**config.mk**
```make
export PLATFORM = sky130hd
export DESIGN_NAME = mmio_timer
export DESIGN_NICKNAME = d
export VERILOG_FILES = /design/src/rtl/mmio_timer_pkg.sv /design/src/rtl/mmio_lane_merge.sv /design/src/rtl/mmio_timer.sv
export SDC_FILE = /design/constraint.sdc
export NUM_CORES = 1
export LEC_CHECK = 0
export CAP_MARGIN = 20
export CORE_ASPECT_RATIO = 0.7
export CORE_MARGIN = 2
export CORE_UTILIZATION = 23
export DETAILED_ROUTE_END_ITERATION = 8
export GPL_TIMING_DRIVEN = 0
export PLACE_DENSITY = 0.41
export SYNTH_ARGS = -nofsm -noshare
export SYNTH_HDL_FRONTEND = slang
export SYNTH_HIERARCHICAL = 1
export SYNTH_SLANG_ARGS = --single-unit
```
**constraint.sdc**
```tcl
create_clock -name CLK -period 8.72 [get_ports CLK]
set_clock_uncertainty 0.2 [all_clocks]
set_input_delay 2.18 -clock CLK [delete_from_list [all_inputs] [get_ports CLK]]
set_output_delay 2.18 -clock CLK [all_outputs]
set_load 0.02 [all_outputs]
```
**src/rtl/mmio_timer_pkg.sv**
```systemverilog
// rtl/mmio_timer_pkg.sv - register offsets, CTRL bit indices and bus size encodings
// Size encodings are shared with the RAM's size decode.
package mmio_timer_pkg;

  localparam logic [2:0] REG_CTRL     = 3'd0;
  localparam logic [2:0] REG_COUNT    = 3'd1;
  localparam logic [2:0] REG_COMPARE  = 3'd2;
  localparam logic [2:0] REG_STATUS   = 3'd3;
  localparam logic [2:0] REG_PRESCALE = 3'd4;

  localparam int CTRL_EN = 0;
  localparam int CTRL_AR = 1;
  localparam int CTRL_IE = 2;

  localparam logic [1:0] SEL_WORD = 2'b00;
  localparam logic [1:0] SEL_HALF = 2'b01;
  localparam logic [1:0] SEL_BYTE = 2'b10;

endpackage

```
**src/rtl/mmio_lane_merge.sv**
```systemverilog
// rtl/mmio_lane_merge.sv - byte/half lane insert for writes and extract for reads
// Unaligned word/half addresses are aligned by ignoring the low address bits.
module mmio_lane_merge
  import mmio_timer_pkg::*;
#(
  parameter int DATA_WIDTH = 32
) (
  input  logic [1:0]            sel,
  input  logic [1:0]            addr_lo,
  input  logic [DATA_WIDTH-1:0] old_word,
  input  logic [DATA_WIDTH-1:0] wdata,
  output logic [DATA_WIDTH-1:0] merged,
  output logic [DATA_WIDTH-1:0] wmask,
  output logic [DATA_WIDTH-1:0] rdata
);

  logic [DATA_WIDTH-1:0] pos;
  logic [4:0]            half_sh;
  logic [4:0]            byte_sh;

  assign half_sh = {addr_lo[1], 4'b0000};
  assign byte_sh = {addr_lo, 3'b000};

  always_comb begin
    wmask = '1;
    pos   = wdata;
    rdata = old_word;
    case (sel)
      SEL_HALF: begin
        wmask = {{(DATA_WIDTH-16){1'b0}}, 16'hFFFF} << half_sh;
        pos   = {{(DATA_WIDTH-16){1'b0}}, wdata[15:0]} << half_sh;
        rdata = (old_word >> half_sh) & {{(DATA_WIDTH-16){1'b0}}, 16'hFFFF};
      end
      SEL_BYTE: begin
        wmask = {{(DATA_WIDTH-8){1'b0}}, 8'hFF} << byte_sh;
        pos   = {{(DATA_WIDTH-8){1'b0}}, wdata[7:0]} << byte_sh;
        rdata = (old_word >> byte_sh) & {{(DATA_WIDTH-8){1'b0}}, 8'hFF};
      end
      default: ;
    endcase
  end

  assign merged = (old_word & ~wmask) | (pos & wmask);

endmodule

```
**src/rtl/mmio_timer.sv**
```systemverilog
// rtl/mmio_timer.sv - memory-mapped prescaled timer with compare match and interrupt
// Register file, address decode and prescaler/counter datapath.
module mmio_timer
  import mmio_timer_pkg::*;
#(
  parameter int                       ADDRESS_WIDTH = 32,
  parameter int                       DATA_WIDTH    = 32,
  parameter logic [ADDRESS_WIDTH-1:0] BASE_ADDR     = 32'hFFFF_0000
) (
  input  logic                     CLK,
  input  logic                     RST,
  input  logic [ADDRESS_WIDTH-1:0] Addr,
  input  logic [DATA_WIDTH-1:0]    Data,
  input  logic                     W_EN,
  input  logic [1:0]               sel,
  output logic                     Hit,
  output logic [DATA_WIDTH-1:0]    Output_Data,
  output logic                     IRQ
);

  localparam logic [DATA_WIDTH-1:0] ONE    = 1;
  localparam logic [DATA_WIDTH-1:0] BIT0_M = 1;

  logic [2:0]            ctrl_q, ctrl_d;
  logic [DATA_WIDTH-1:0] count_q, count_d;
  logic [DATA_WIDTH-1:0] compare_q, compare_d;
  logic                  match_q, match_d;
  logic [15:0]           prescale_q, prescale_d;
  logic [15:0]           pcnt_q, pcnt_d;

  logic [2:0]            reg_idx;
  logic [DATA_WIDTH-1:0] reg_rd, merged, wmask, rdata;
  logic                  wr, tick, match_set;

  assign Hit     = (Addr[ADDRESS_WIDTH-1:5] == BASE_ADDR[ADDRESS_WIDTH-1:5]);
  assign reg_idx = Addr[4:2];
  assign wr      = W_EN & Hit;

  always_comb begin
    reg_rd = '0;
    case (reg_idx)
      REG_CTRL:     reg_rd = {{(DATA_WIDTH-3){1'b0}}, ctrl_q};
      REG_COUNT:    reg_rd = count_q;
      REG_COMPARE:  reg_rd = compare_q;
      REG_STATUS:   reg_rd = {{(DATA_WIDTH-1){1'b0}}, match_q};
      REG_PRESCALE: reg_rd = {{(DATA_WIDTH-16){1'b0}}, prescale_q};
      default:      reg_rd = '0;
    endcase
  end

  mmio_lane_merge #(.DATA_WIDTH(DATA_WIDTH)) u_lane (
    .sel     (sel),
    .addr_lo (Addr[1:0]),
    .old_word(reg_rd),
    .wdata   (Data),
    .merged  (merged),
    .wmask   (wmask),
    .rdata   (rdata)
  );

  assign Output_Data = Hit ? rdata : '0;
  assign IRQ         = match_q & ctrl_q[CTRL_IE];

  assign tick      = ctrl_q[CTRL_EN] && (pcnt_q == prescale_q);
  assign match_set = tick && (count_q == compare_q);

  always_comb begin
    ctrl_d     = ctrl_q;
    count_d    = count_q;
    compare_d  = compare_q;
    match_d    = match_q;
    prescale_d = prescale_q;
    pcnt_d     = pcnt_q;

    if (ctrl_q[CTRL_EN]) pcnt_d = tick ? 16'd0 : pcnt_q + 16'd1;
    if (tick) count_d = (match_set && ctrl_q[CTRL_AR]) ? '0 : count_q + ONE;

    // Bus writes override the tick update; a fresh match still beats W1C below.
    if (wr) begin
      case (reg_idx)
        REG_CTRL: begin
          ctrl_d = merged[2:0];
          if (merged[CTRL_EN] && !ctrl_q[CTRL_EN]) pcnt_d = 16'd0;
        end
        REG_COUNT:    count_d    = merged;
        REG_COMPARE:  compare_d  = merged;
        REG_STATUS:   if ((wmask & merged & BIT0_M) != '0) match_d = 1'b0;
        REG_PRESCALE: prescale_d = merged[15:0];
        default: ;
      endcase
    end
    if (match_set) match_d = 1'b1;
  end

  always_ff @(posedge CLK or negedge RST) begin
    if (!RST) begin
      ctrl_q     <= '0;
      count_q    <= '0;
      compare_q  <= '0;
      match_q    <= 1'b0;
      prescale_q <= '0;
      pcnt_q     <= '0;
    end else begin
      ctrl_q     <= ctrl_d;
      count_q    <= count_d;
      compare_q  <= compare_d;
      match_q    <= match_d;
      prescale_q <= prescale_d;
      pcnt_q     <= pcnt_d;
    end
  end

endmodule

```
==> results.toml <==
[outcome]
status = "complete, but fails checks"
violations = "design-rule violations"

[placement]
hpwlAfterDp_um = 25900
place_congestion = 0.898
place_inst = 1370
dpl_worst_slack_ns = 0.544
port_buffers = 100

[setup_path]
max_stage_delay_ns = 0.80
critPathBufInv = 3
cp_cell_sequence = "clkdlybuf4s50_1 > nor3b_2 > clkbuf_1 > a22o_1 > mux2i_1 > nor2_1 > a221o_1 > and2_1 > clkdlybuf4s50_1"
crit_required_ns = 6.34
worstPathMaxFanout = 10
crit_top_cell = "clkdlybuf4s50_1"
path_class = "in -> out"
cp-end-kind = "primary output"
cp_top_family = "buffers and inverters"
critical_path_arrival_ns = 5.92
slowest_stage = "nor3b_2"
critPathLaunchType = "input pin"

[sta]
worstMarginPinSlew_ns = 1.03
fin_worst_hold_slack_ns = 0.330
fmax_mhz = 120
final-hold-violation-count = 0
finalMaxSlewViolations = 0
period_share = 0.952
tns_ns = 0
fin_ws_ns = 0.417
timing.slew.headroom = 0.306
layout_min_cycle_time_ns = 8.30
setup_viol = 0
rsz0062_at_grt = "no"

[routing]
drt_iter0_drc = 766
wire_per_inst_um = 23.5
vias = 7130
drtAntennaViolNets = 0
dr.pass1.iters = 7
wl_um = 32600
remaining_drc_errors = 8
avgViaCountPerCell = 5.14

[floorplan]
rows = 55
initial_core_util = 0.234
boundaryPins = 103
die_x_um = 221
die_h_um = 156
core_um2 = 32500
die_area_um2 = 34600

[logic_synthesis]
syn-cell-area_um2 = 7620
syn_nets = 916
netlist_instances = 842
ys_warn_count = 6
synth.avg_cell_area_um2 = 9.05

[global_route]
antenna_found_initial = 3
first_global_vias = 6810
grt_max_degree = 78
grt_first_pass_wirelength_um = 48000
overflow = 0
track_usage = 0.190

[clocking]
clk_latency_ns = 0.38
cts_root_buf = "clkbuf_16"
htree_levels = 3
cts_buffer_depth = 2
cts_tree = "done"
postCtsResizedCells = 0
hold_buffers = 0
cts_buffers = 9
clkTransAtPathRegs_ns = 0.08
cts_setup_buffers = 0
cts_sinks = 100

[power]
total_power_mw = 1.07
powerDensity_nw_per_um2 = 112
p_leak_nw = 3.77
vdd_drop_max_v = 0.0000942

[worst_hold_path]
hold_path_class = "reg -> reg"

[finish]
drive_gt1_frac = 0.141
final_cell_mix = "dfrtp_1 (100), clkdlybuf4s50_1 (99), nand2_1 (87)"
final_cells = 1388
fin_nets = 1029
layout_commonest_cell = "dfrtp_1"
area_growth_pct = 24.8

[job]
cap_violations = 0
==> sequential cells by signal (all words and copies together) (netlist names) <==
name,flops
match_q,1
ctrl_q,3
pcnt_q,16
compare_q,32
prescale_q,16
count_q,32
==> per-stage QoR <==
stage	instance area, µm²	util
after floorplan	7620	-
after global placement	9150	0.282
after global routing	9510	0.293
final	9510	0.293
after CTS	9500	0.292
after detailed placement	9180	0.283
==> report_power, final <==
group          switching, mW  internal [mW]
Combinational         0.0955         0.0532
Clock                  0.204          0.253
Sequential        0.00000217          0.463
==> metal layers <==
| layer | routed length, µm | vias to the layer above | GRT usage | part of all wire |
|---|---|---|---|---|
| met4 | 318 | 0 | 0.0364 | 0.0098 |
| met5 | 0 | - | 0 | 0 |
| met2 | 12400 | 253 | 0.244 | 0.38 |
| met3 | 2720 | 20 | 0.0541 | 0.083 |
| li1 | - | 3283 | - | - |
| met1 | 17100 | 3574 | 0.304 | 0.53 |
==> worst paths after layout <==
path | start | slack [ns] | cells after the start | endpoint
max | Addr[2] | 0.42 | 9 | Output_Data[5]
min | ctrl_q[2]$_DFFE_PN0P_ | 0.33 | 1 | ctrl_q[2]$_DFFE_PN0P_
max reg2reg | pcnt_q[3]$_DFF_PN0_ | 5.58 | 7 | count_q[31]$_DFF_PN0_
min reg2reg | ctrl_q[2]$_DFFE_PN0P_ | 0.33 | 1 | ctrl_q[2]$_DFFE_PN0P_
max in group asynchronous | RST | 6.15 | 2 | compare_q[26]$_DFFE_PN0P_
min in group asynchronous | RST | 1.45 | 1 | pcnt_q[15]$_DFF_PN0_
==> area by class of cell <==
| type | instances | area, µm² |
|---|---|---|
| diodes | 1 | 2.50 |
| plain buffers | 59 | 298 |
| clock buffers | 11 | 233 |
| clock inverters | 5 | 85.1 |
| fillers | 3481 | 23000 |
| inverters | 12 | 47.5 |
| multi-input cells | 671 | 4770 |
| flip-flops and latches | 100 | 2500 |
| well taps | 427 | 534 |
| repair buffers | 102 | 1040 |
Power figures use the tool's default switching activity.
